<file path="src/rtl/seq_divider24.sv">
// Multi-cycle unsigned restoring divider. One quotient bit is resolved per
// clock, MSB first, behind a START/DONE handshake. Divide-by-zero completes
// in a single cycle with an all-ones quotient and the dividend as remainder.
module seq_divider24 #(
  parameter int WIDTH = 24
) (
  input  logic             CLK,
  input  logic             RST,
  input  logic             START,
  input  logic [WIDTH-1:0] A,
  input  logic [WIDTH-1:0] B,
  output logic [WIDTH-1:0] Quotient,
  output logic [WIDTH-1:0] Remainder,
  output logic             BUSY,
  output logic             DONE,
  output logic             DIVZERO
);

  localparam int CW = $clog2(WIDTH + 1);

  typedef enum logic {IDLE, RUN} state_t;

  state_t           state, state_nxt;
  logic [WIDTH-1:0] dvd;        // dividend; quotient bits shift in at the LSB
  logic [WIDTH-1:0] dvs;        // latched divisor
  logic [WIDTH-1:0] prem;       // partial remainder; always < divisor, so WIDTH bits hold it
  logic [CW-1:0]    cnt;        // completed restoring steps
  logic [WIDTH:0]   p_shift;    // partial remainder with the next dividend bit appended
  logic [WIDTH:0]   trial;      // trial subtraction; bit WIDTH is the borrow
  logic [WIDTH-1:0] p_nxt;
  logic             q_bit;
  logic             last_step;

  // One restoring step: subtract at WIDTH+1 bits, keep the shifted value on borrow.
  always_comb begin
    p_shift   = {prem, dvd[WIDTH-1]};
    trial     = p_shift - {1'b0, dvs};
    q_bit     = ~trial[WIDTH];
    p_nxt     = q_bit ? trial[WIDTH-1:0] : p_shift[WIDTH-1:0];
    last_step = (cnt == CW'(WIDTH - 1));
  end

  // Next-state logic: leave IDLE only for a non-zero divisor.
  always_comb begin
    // NOTE: default assigned first so every path drives state_nxt and no latch is inferred.
    state_nxt = state;
    case (state)
      IDLE: if (START && (B != '0)) state_nxt = RUN;
      RUN:  if (last_step)          state_nxt = IDLE;
      default: state_nxt = IDLE;
    endcase
  end

  // State register with synchronous reset.
  always_ff @(posedge CLK) begin
    // NOTE: sequential state uses non-blocking assignments so every register samples pre-edge values.
    if (RST) state <= IDLE;
    else     state <= state_nxt;
  end

  assign BUSY = (state == RUN);

  // Datapath: operand capture, shift-and-subtract, result and DONE pulse.
  always_ff @(posedge CLK) begin
    if (RST) begin
      dvd       <= '0;
      dvs       <= '0;
      prem      <= '0;
      cnt       <= '0;
      Quotient  <= '0;
      Remainder <= '0;
      DONE      <= 1'b0;
      DIVZERO   <= 1'b0;
    end else begin
      DONE <= 1'b0;
      case (state)
        IDLE: begin
          if (START) begin
            if (B == '0) begin
              Quotient  <= '1;
              Remainder <= A;
              DIVZERO   <= 1'b1;
              DONE      <= 1'b1;
            end else begin
              dvd  <= A;
              dvs  <= B;
              prem <= '0;
              cnt  <= '0;
            end
          end
        end
        RUN: begin
          prem <= p_nxt;
          dvd  <= {dvd[WIDTH-2:0], q_bit};
          cnt  <= cnt + CW'(1);
          if (last_step) begin
            Quotient  <= {dvd[WIDTH-2:0], q_bit};
            Remainder <= p_nxt;
            DIVZERO   <= 1'b0;
            DONE      <= 1'b1;
          end
        end
        default: ;
      endcase
    end
  end

endmodule

</file>
<file path="config.mk">
export PLATFORM = sky130hd
export DESIGN_NAME = seq_divider24
export DESIGN_NICKNAME = d
export VERILOG_FILES = /design/src/rtl/seq_divider24.sv
export SDC_FILE = /design/constraint.sdc
export NUM_CORES = 1
export LEC_CHECK = 0
export BUFFER_PORTS_ARGS = -buffer_cell sky130_fd_sc_hd__buf_2
export CAP_MARGIN = 30
export CELL_PAD_IN_SITES_DETAIL_PLACEMENT = 1
export CELL_PAD_IN_SITES_GLOBAL_PLACEMENT = 1
export CORE_ASPECT_RATIO = 0.9
export CORE_MARGIN = 2
export CORE_UTILIZATION = 42
export DETAILED_ROUTE_END_ITERATION = 16
export GPL_ROUTABILITY_DRIVEN = 0
export PLACE_DENSITY = 0.8
export SLEW_MARGIN = 20
export SYNTH_ARGS = -nofsm -noshare
export SYNTH_HDL_FRONTEND = slang
export SYNTH_SLANG_ARGS = --single-unit
</file>
<file path="constraint.sdc">
create_clock -name CLK -period 3.4 [get_ports CLK]
set_input_delay 0 -clock CLK [delete_from_list [all_inputs] [get_ports CLK]]
set_output_delay 0 -clock CLK [all_outputs]
set_load 0.03 [all_outputs]
</file>
==> metrics.md, run 1 <==
| Metric | Value |
|---|---|
| Worst rel slew slack | 0.456 |
| Max cap viols | 0 |
| Post-synth top area share | 0.382 |
| Final setup violation count | 0 |
| Global-route wire length before repair | 36600 um |
| I/O Pins | 102 |
| Final ANT Viol Nets | 0 |
| DR WL/cell | 19.3 um |
| Initial DRC Count | 548 |
| CTS root buffer | clkbuf_16 |
| Max Transition Viols Final | 0 |
| Cts bufs inserted | 17 |
| CP peak stage delay | 400 ps |
| Multi-input logic area | between 3000 and 4000 um^2 |
| Top cells by area, synth | dfxtp_1 38%, nor2_1 7.1%, a21oi_1 5.9% |
| Tmin final | 3230 ps |
| Die area | 17000 um^2 |
| Via count | 6983 |
| Maximum clock frequency | approximately 310 MHz |
| RSZ-0062 raised after global routing | no |
| Fin Clk Skew | 5.86 ps |
| FF/Latch Area | 2560 um^2 |
| Number of synthesized register bits | 128 |
| Placed instance area | 7410 um^2 |
| Clock slew at reported path FFs | 60 ps |
| Total power | 8.69 mW |
| Final core utilization | 0.552 |
| Area leader, netlist | dfxtp_1 |
| PortBufs | 101 |
| Worst-path fanout max | 6 |
| Yosys Warn Count | 0 |
| Clk Latency, worst-skew pair | 420 ps |
| Least-Margin Pin Slew | roughly 810 ps |
| H-tree depth | 4 |
| Pwr dens | 1020 nW/um^2 |
| Dpl cells | 1125 |
| Arr. time, crit path | 3560 ps |
| Critical path class | register to register |
| Largest net degree at the start of global routing | 67 |
| DRT Pass-1 Iters | 4 |
| Top_reg_cell synth | dfxtp_1 |
| Syn avg cell area | 7.83 um^2 |
| Initial antenna violation count | 2 |
| Peak VDD IR | 677 uV |
| Die Y | 124 um |
| Vias in the first global route | 7161 |
| Worst hold path class | primary input to register |
| Kind of end point of the critical path | register |
| CTS Buffer Depth | 2 |
| TritonCTS clock tree | yes |
| Clock Sink Count | 128 |
| Slowest CP cell | fa_1 |
| Setup_tns | 0 ps |
| Layout cell share with drive strength beyond 1 | 0.174 |
| Layout area overhead | 27.5% |
| Via density | ~5.8 |
| Fin crit share | 0.949 |
| GRT overflow | 0 |
| Startpoint types | register |
| Initial Util | 0.433 |
| Filler Cells Inserted | 1914 |
| Final wirelength | 23300 um |
| Post-Syn Area | approximately 6700 um^2 |
| Tot GR Track Use | 0.278 |
| Die width | 137 um |
| Finished Cell Area | ~8600 um^2 |
| EDFF count, synth | 0 |
| Pleak | 3.51 nW |
| Placeable Area | 15500 um^2 |
| Critical Path RT | between 3000 and 4000 ps |
| Row cnt | 43 |
| Cells after synthesis | 857 |
| Hold Vio Cnt, Final | 0 |
| Final HPWL DP | 15600 um |
| Sequential-to-total area share from yosys stat | 0.382 |
| Ys async rst share | 0 |
| Unique masters post-synth | 65 |
| DRC viols | 0 |
| Fin nets | between 1000 and 1500 |
| Worst-path cell chain | inv_1 > ha_1 > fa_1 > nand2b_1 > a21o_1 > a211o_2 > o211ai_4 > a21oi_4 > xnor2_4 > buf_12 > mux2_2 > a21oi_1 |
| Syn Nets | 934 |
| Final Non-Filler Cells | 1209 |
| Status | finished clean |
## stage by stage
stage          worst slack, ps  hold slack, ps
5_1_grt                   19.1            41.0
2_1_floorplan              533             136
3_5_place_dp               248             259
6_report                   173            31.9
4_1_cts                    115            9.49
3_3_place_gp               317             256
## worst paths after layout
path              slack [ps]  cells past startpoint       end     from
setup / recovery         170                     12  prem[12]  dvd[23]
hold / removal            30                      2   dvs[21]      RST
setup reg to reg         170                     12  prem[12]  dvd[23]
hold reg to reg          450                      2    dvs[7]   dvs[7]
## critical path: cells and delay by family (launching register included)
kind / cells / cell delay (ps)
flip-flops: 1 / 340
AO/OA/AOI/OAI: 5 / 1110
AND/OR/NAND/NOR: 1 / 190
multiplexers: 1 / 360
buffers and inverters: 2 / 260
adder cells (fa/ha/maj): 2 / 640
XOR/XNOR: 1 / 240
## layout by cell type, fill, tap and decap left out, drive strengths merged, types with 5 or more instances in the layout
master / n
o221ai: 5
nand2: 105
inv: 38
xor2: 6
nor4: 25
clkbuf: 19
a21oi: 81
dfxtp: 128
a211oi: 32
nor2b: 8
o21a: 8
buf: 124
nor3: 13
a21o: 8
nand3: 26
xnor2: 13
o211ai: 6
o21ai: 50
nand4: 5
a31oi: 18
ha: 25
dlygate4sd3: 47
nor2: 127
mux2: 5
mux2i: 12
## synthesized netlist by cell type (5+ instances only)
cell and instances:
nor4_1 25, o211ai_1 5, ha_1 25, a21oi_1 79, o21a_1 8, buf_2 9
nand3_1 25, o21ai_1 9, clkbuf_1 43, nor2_1 127, nand4_1 5, nor3_1 13
xor2_1 6, mux2_2 5, a211oi_1 32, nand2_1 105, a21o_1 8, mux2i_1 12
o221ai_1 5, a31oi_1 18, o21ai_0 40, nor2b_1 8, dfxtp_1 128, inv_1 33
xnor2_1 11
## per-layer routing
layer / wire length (um) / global-route usage
met5: 0 / 0
met4: 584 / 0.0966
met3: 977 / 0.0505
met2: 11400 / 0.488
met1: 10300 / 0.343
## where the power goes
group	total, mW	leakage (nW)	internal [mW]	switching (mW)
combinational	5.00	2.19	2.16	2.84
clock	1.88	0.279	1.11	0.763
sequential	1.81	1.04	1.65	0.162
## cell type report
type | instances | share of cell area
repair buffers | 171 | 0.141
flip-flops and latches | 128 | 0.300
multi-input cells | 641 | 0.445
inverters | 34 | 0.0149
clock buffers | 19 | 0.0518
diodes | 1 | 0.000293
clock inverters | 13 | 0.0180
well taps | 202 | 0.0296
## logic make-up after synthesis
group / share of synthesized area
compound gates: 0.237
flops: 0.382
mux: 0.0263
buf+inv: 0.0532
fa+ha+maj: 0.0496
xor+xnor: 0.0304
simple gates: 0.222
## state kept, by name, indices dropped and copies added (netlist names)
name and flops:
prem 24, Remainder 24, dvd 24, BUSY 1, Quotient 24, DIVZERO 1, cnt 5, DONE 1
dvs 24
## repair_timing
action	4_1_cts	5_1_grt
setup buffers	0	3
hold endpoints to repair	63	0
hold buffers	47	0
setup endpoints to repair	0	22
gates resized for setup	0	3
No activity file was read; power rests on OpenSTA's default activity.
==> inputs of run 2 (changes only) <==
--- a/config.mk
+++ b/config.mk
@@ -14,7 +14,7 @@
 export CORE_UTILIZATION = 42
 export DETAILED_ROUTE_END_ITERATION = 16
 export GPL_ROUTABILITY_DRIVEN = 0
-export PLACE_DENSITY = 0.8
+export PLACE_DENSITY_LB_ADDON = 0.1
 export SLEW_MARGIN = 20
 export SYNTH_ARGS = -nofsm -noshare
 export SYNTH_HDL_FRONTEND = slang
==> run 2 against run 1 <==
  * Flip-flop and latch count is the same
  * Clock power decreased by 3%
  * Largest cell class unchanged
  * Utilization shrank 0.44 points
  * Total power is 2.3% lower
==> metrics.md, run 2 (synthesis results as in run 1) <==
| Metric | Value |
|---|---|
| TritonCTS clock tree | yes |
| DRC viols | 0 |
| Slowest CP cell | a311oi_1 |
| Die Y | approximately 120 um |
| Most frequent cells in the layout | 128 x dfxtp_1, 127 x nor2_1, 104 x nand2_1 |
| Placeable Area | around 15000 um^2 |
| Final Non-Filler Cells | 1205 |
| Wire length on met2 | 11700 um |
| CTS Buffer Depth | 2 |
| Worst hold path class | primary input to register |
| Final WS setup | approximately 160 ps |
| Final hold slack | approximately 63 ps |
| RSZ-0062 raised after global routing | no |
| Final ANT Viol Nets | 0 |
| Die width | 137 um |
| Via density | 5.80 |
| Hold Vio Cnt, Final | 0 |
| Status | finished clean |
| Most common cell after layout, fill and taps aside | dfxtp_1 |
| Via count | 6987 |
| Placed instance area | 7370 um^2 |
| H-tree depth | 4 |
| Peak VDD IR | 650 uV |
| PortBufs | roughly 100 |
| Max Transition Viols Final | 0 |
| Clock Sink Count | 128 |
| Final setup violation count | 0 |
| DRT Pass-1 Iters | 5 |
| Layout area overhead | 26.4% |
| Clock slew at reported path FFs | roughly 60 ps |
| Arr. time, crit path | 3530 ps |
| Tmin final | 3240 ps |
| Critical path class | register to register |
| Pleak | ~3.5 nW |
| Row cnt | 43 |
| Dpl cells | about 1100 |
| Layout cell share with drive strength beyond 1 | 0.170 |
| Clk Latency, worst-skew pair | roughly 430 ps |
| Initial antenna violation count | 1 |
| Initial Util | 0.433 |
| Kind of end point of the critical path | register |
| Total power | 8.49 mW |
| Final wirelength | 23400 um |
| Number of diodes | 0 |
| Final HPWL DP | around 17000 um |
| Largest net degree at the start of global routing | 60 |
| Final core utilization | 0.547 |
| DR top layer | met4 |
| CTS root buffer | clkbuf_16 |
| Setup_tns | 0 ps |
| DR WL/cell | 19.4 um |
| GRT overflow | 0 |
| Initial DRC Count | 380 |
| Fin nets | between 1000 and 1500 |
| Least-Margin Pin Slew | roughly 770 ps |
| Global-route wire length before repair | 37200 um |
| Fin crit share | 0.953 |
| Worst-path fanout max | 6 |
| Cts bufs inserted | 17 |
| Critical Path RT | 3690 ps |
| Startpoint types | register |
| Pre-CTS setup slack | 44.0 ps |
| Tot GR Track Use | 0.285 |
| Met3 WL post-DR | 1070 um |
| Vias in the first global route | 7189 |
| Finished Cell Area | 8480 um^2 |
| Max cap viols | 0 |
| Fin Clk Skew | 8.74 ps |
| DRT met1 WL | 10100 um |
| I/O Pins | 102 |
| Worst rel slew slack | 0.485 |
| Die area | 17000 um^2 |
| CP peak stage delay | 470 ps |
| Pwr dens | 1000 nW/um^2 |
| Worst-path cell chain | inv_1 > ha_1 > fa_1 > nand2b_1 > a21o_1 > a211o_2 > o21a_1 > o21ai_1 > nand2_1 > a311oi_1 > o211ai_1 |
| Maximum clock frequency | a little over 300 MHz |
run 2: cell count changes in the layout (fill, tap and decap cells not counted), sizes merged:
cell / previous run / this run
clkinv: 3 / 8
buf: 124 / 121
clkbuf: 19 / 18
inv: 38 / 35
diode: 1 / 0
clkinvlp: 4 / 3
run 2: cell type report:
class	count	area [um^2]
clock buffers	18	429
flip-flops and latches	128	2560
clock inverters	14	160
repair buffers	168	1150
multi-input cells	641	3800
well taps	202	253
fillers	1918	7010
inverters	34	128
run 2: timing repair:
item	4_1_cts	5_1_grt
endpoints found under the setup margin	1	10
hold buffers	47	0
pin swaps	1	1
buffers inserted	1	2
endpoints found under the hold margin	63	0
resized for setup	0	2
run 2: metal layers:
| metal | global-route usage | vias to the layer above |
|---|---|---|
| met5 | 0 | - |
| met4 | 0.102 | 0 |
| met3 | 0.0562 | 41 |
| met2 | 0.498 | 166 |
| met1 | 0.349 | 3428 |
| li1 | - | 3352 |
run 2: path summary, 6_finish.rpt:
check	from	depth (start not counted)	slack, ps	endpoint
worst max-delay path	dvd[23]	11	160	Remainder[22]
worst min-delay path	A[0]	4	60	Remainder[0]
worst max register to register	dvd[23]	11	160	Remainder[22]
worst min register to register	dvs[5]	2	460	dvs[5]
run 2: report_power, final:
| part | switching [mW] | internal [mW] | leakage (nW) |
|---|---|---|---|
| combinational | 2.83 | 2.02 | 2.17 |
| sequential | 0.159 | 1.65 | 1.04 |
| clock | 0.740 | 1.09 | 0.279 |
| total | 3.73 | 4.76 | 3.49 |
run 2: worst max-delay path: cells and delay by family (launching register included):
family | cells | cell delay [ps]
compound gates | 6 | 1750
fa+ha+maj | 2 | 660
flops | 1 | 330
simple gates | 2 | 280
buf+inv | 1 | 90
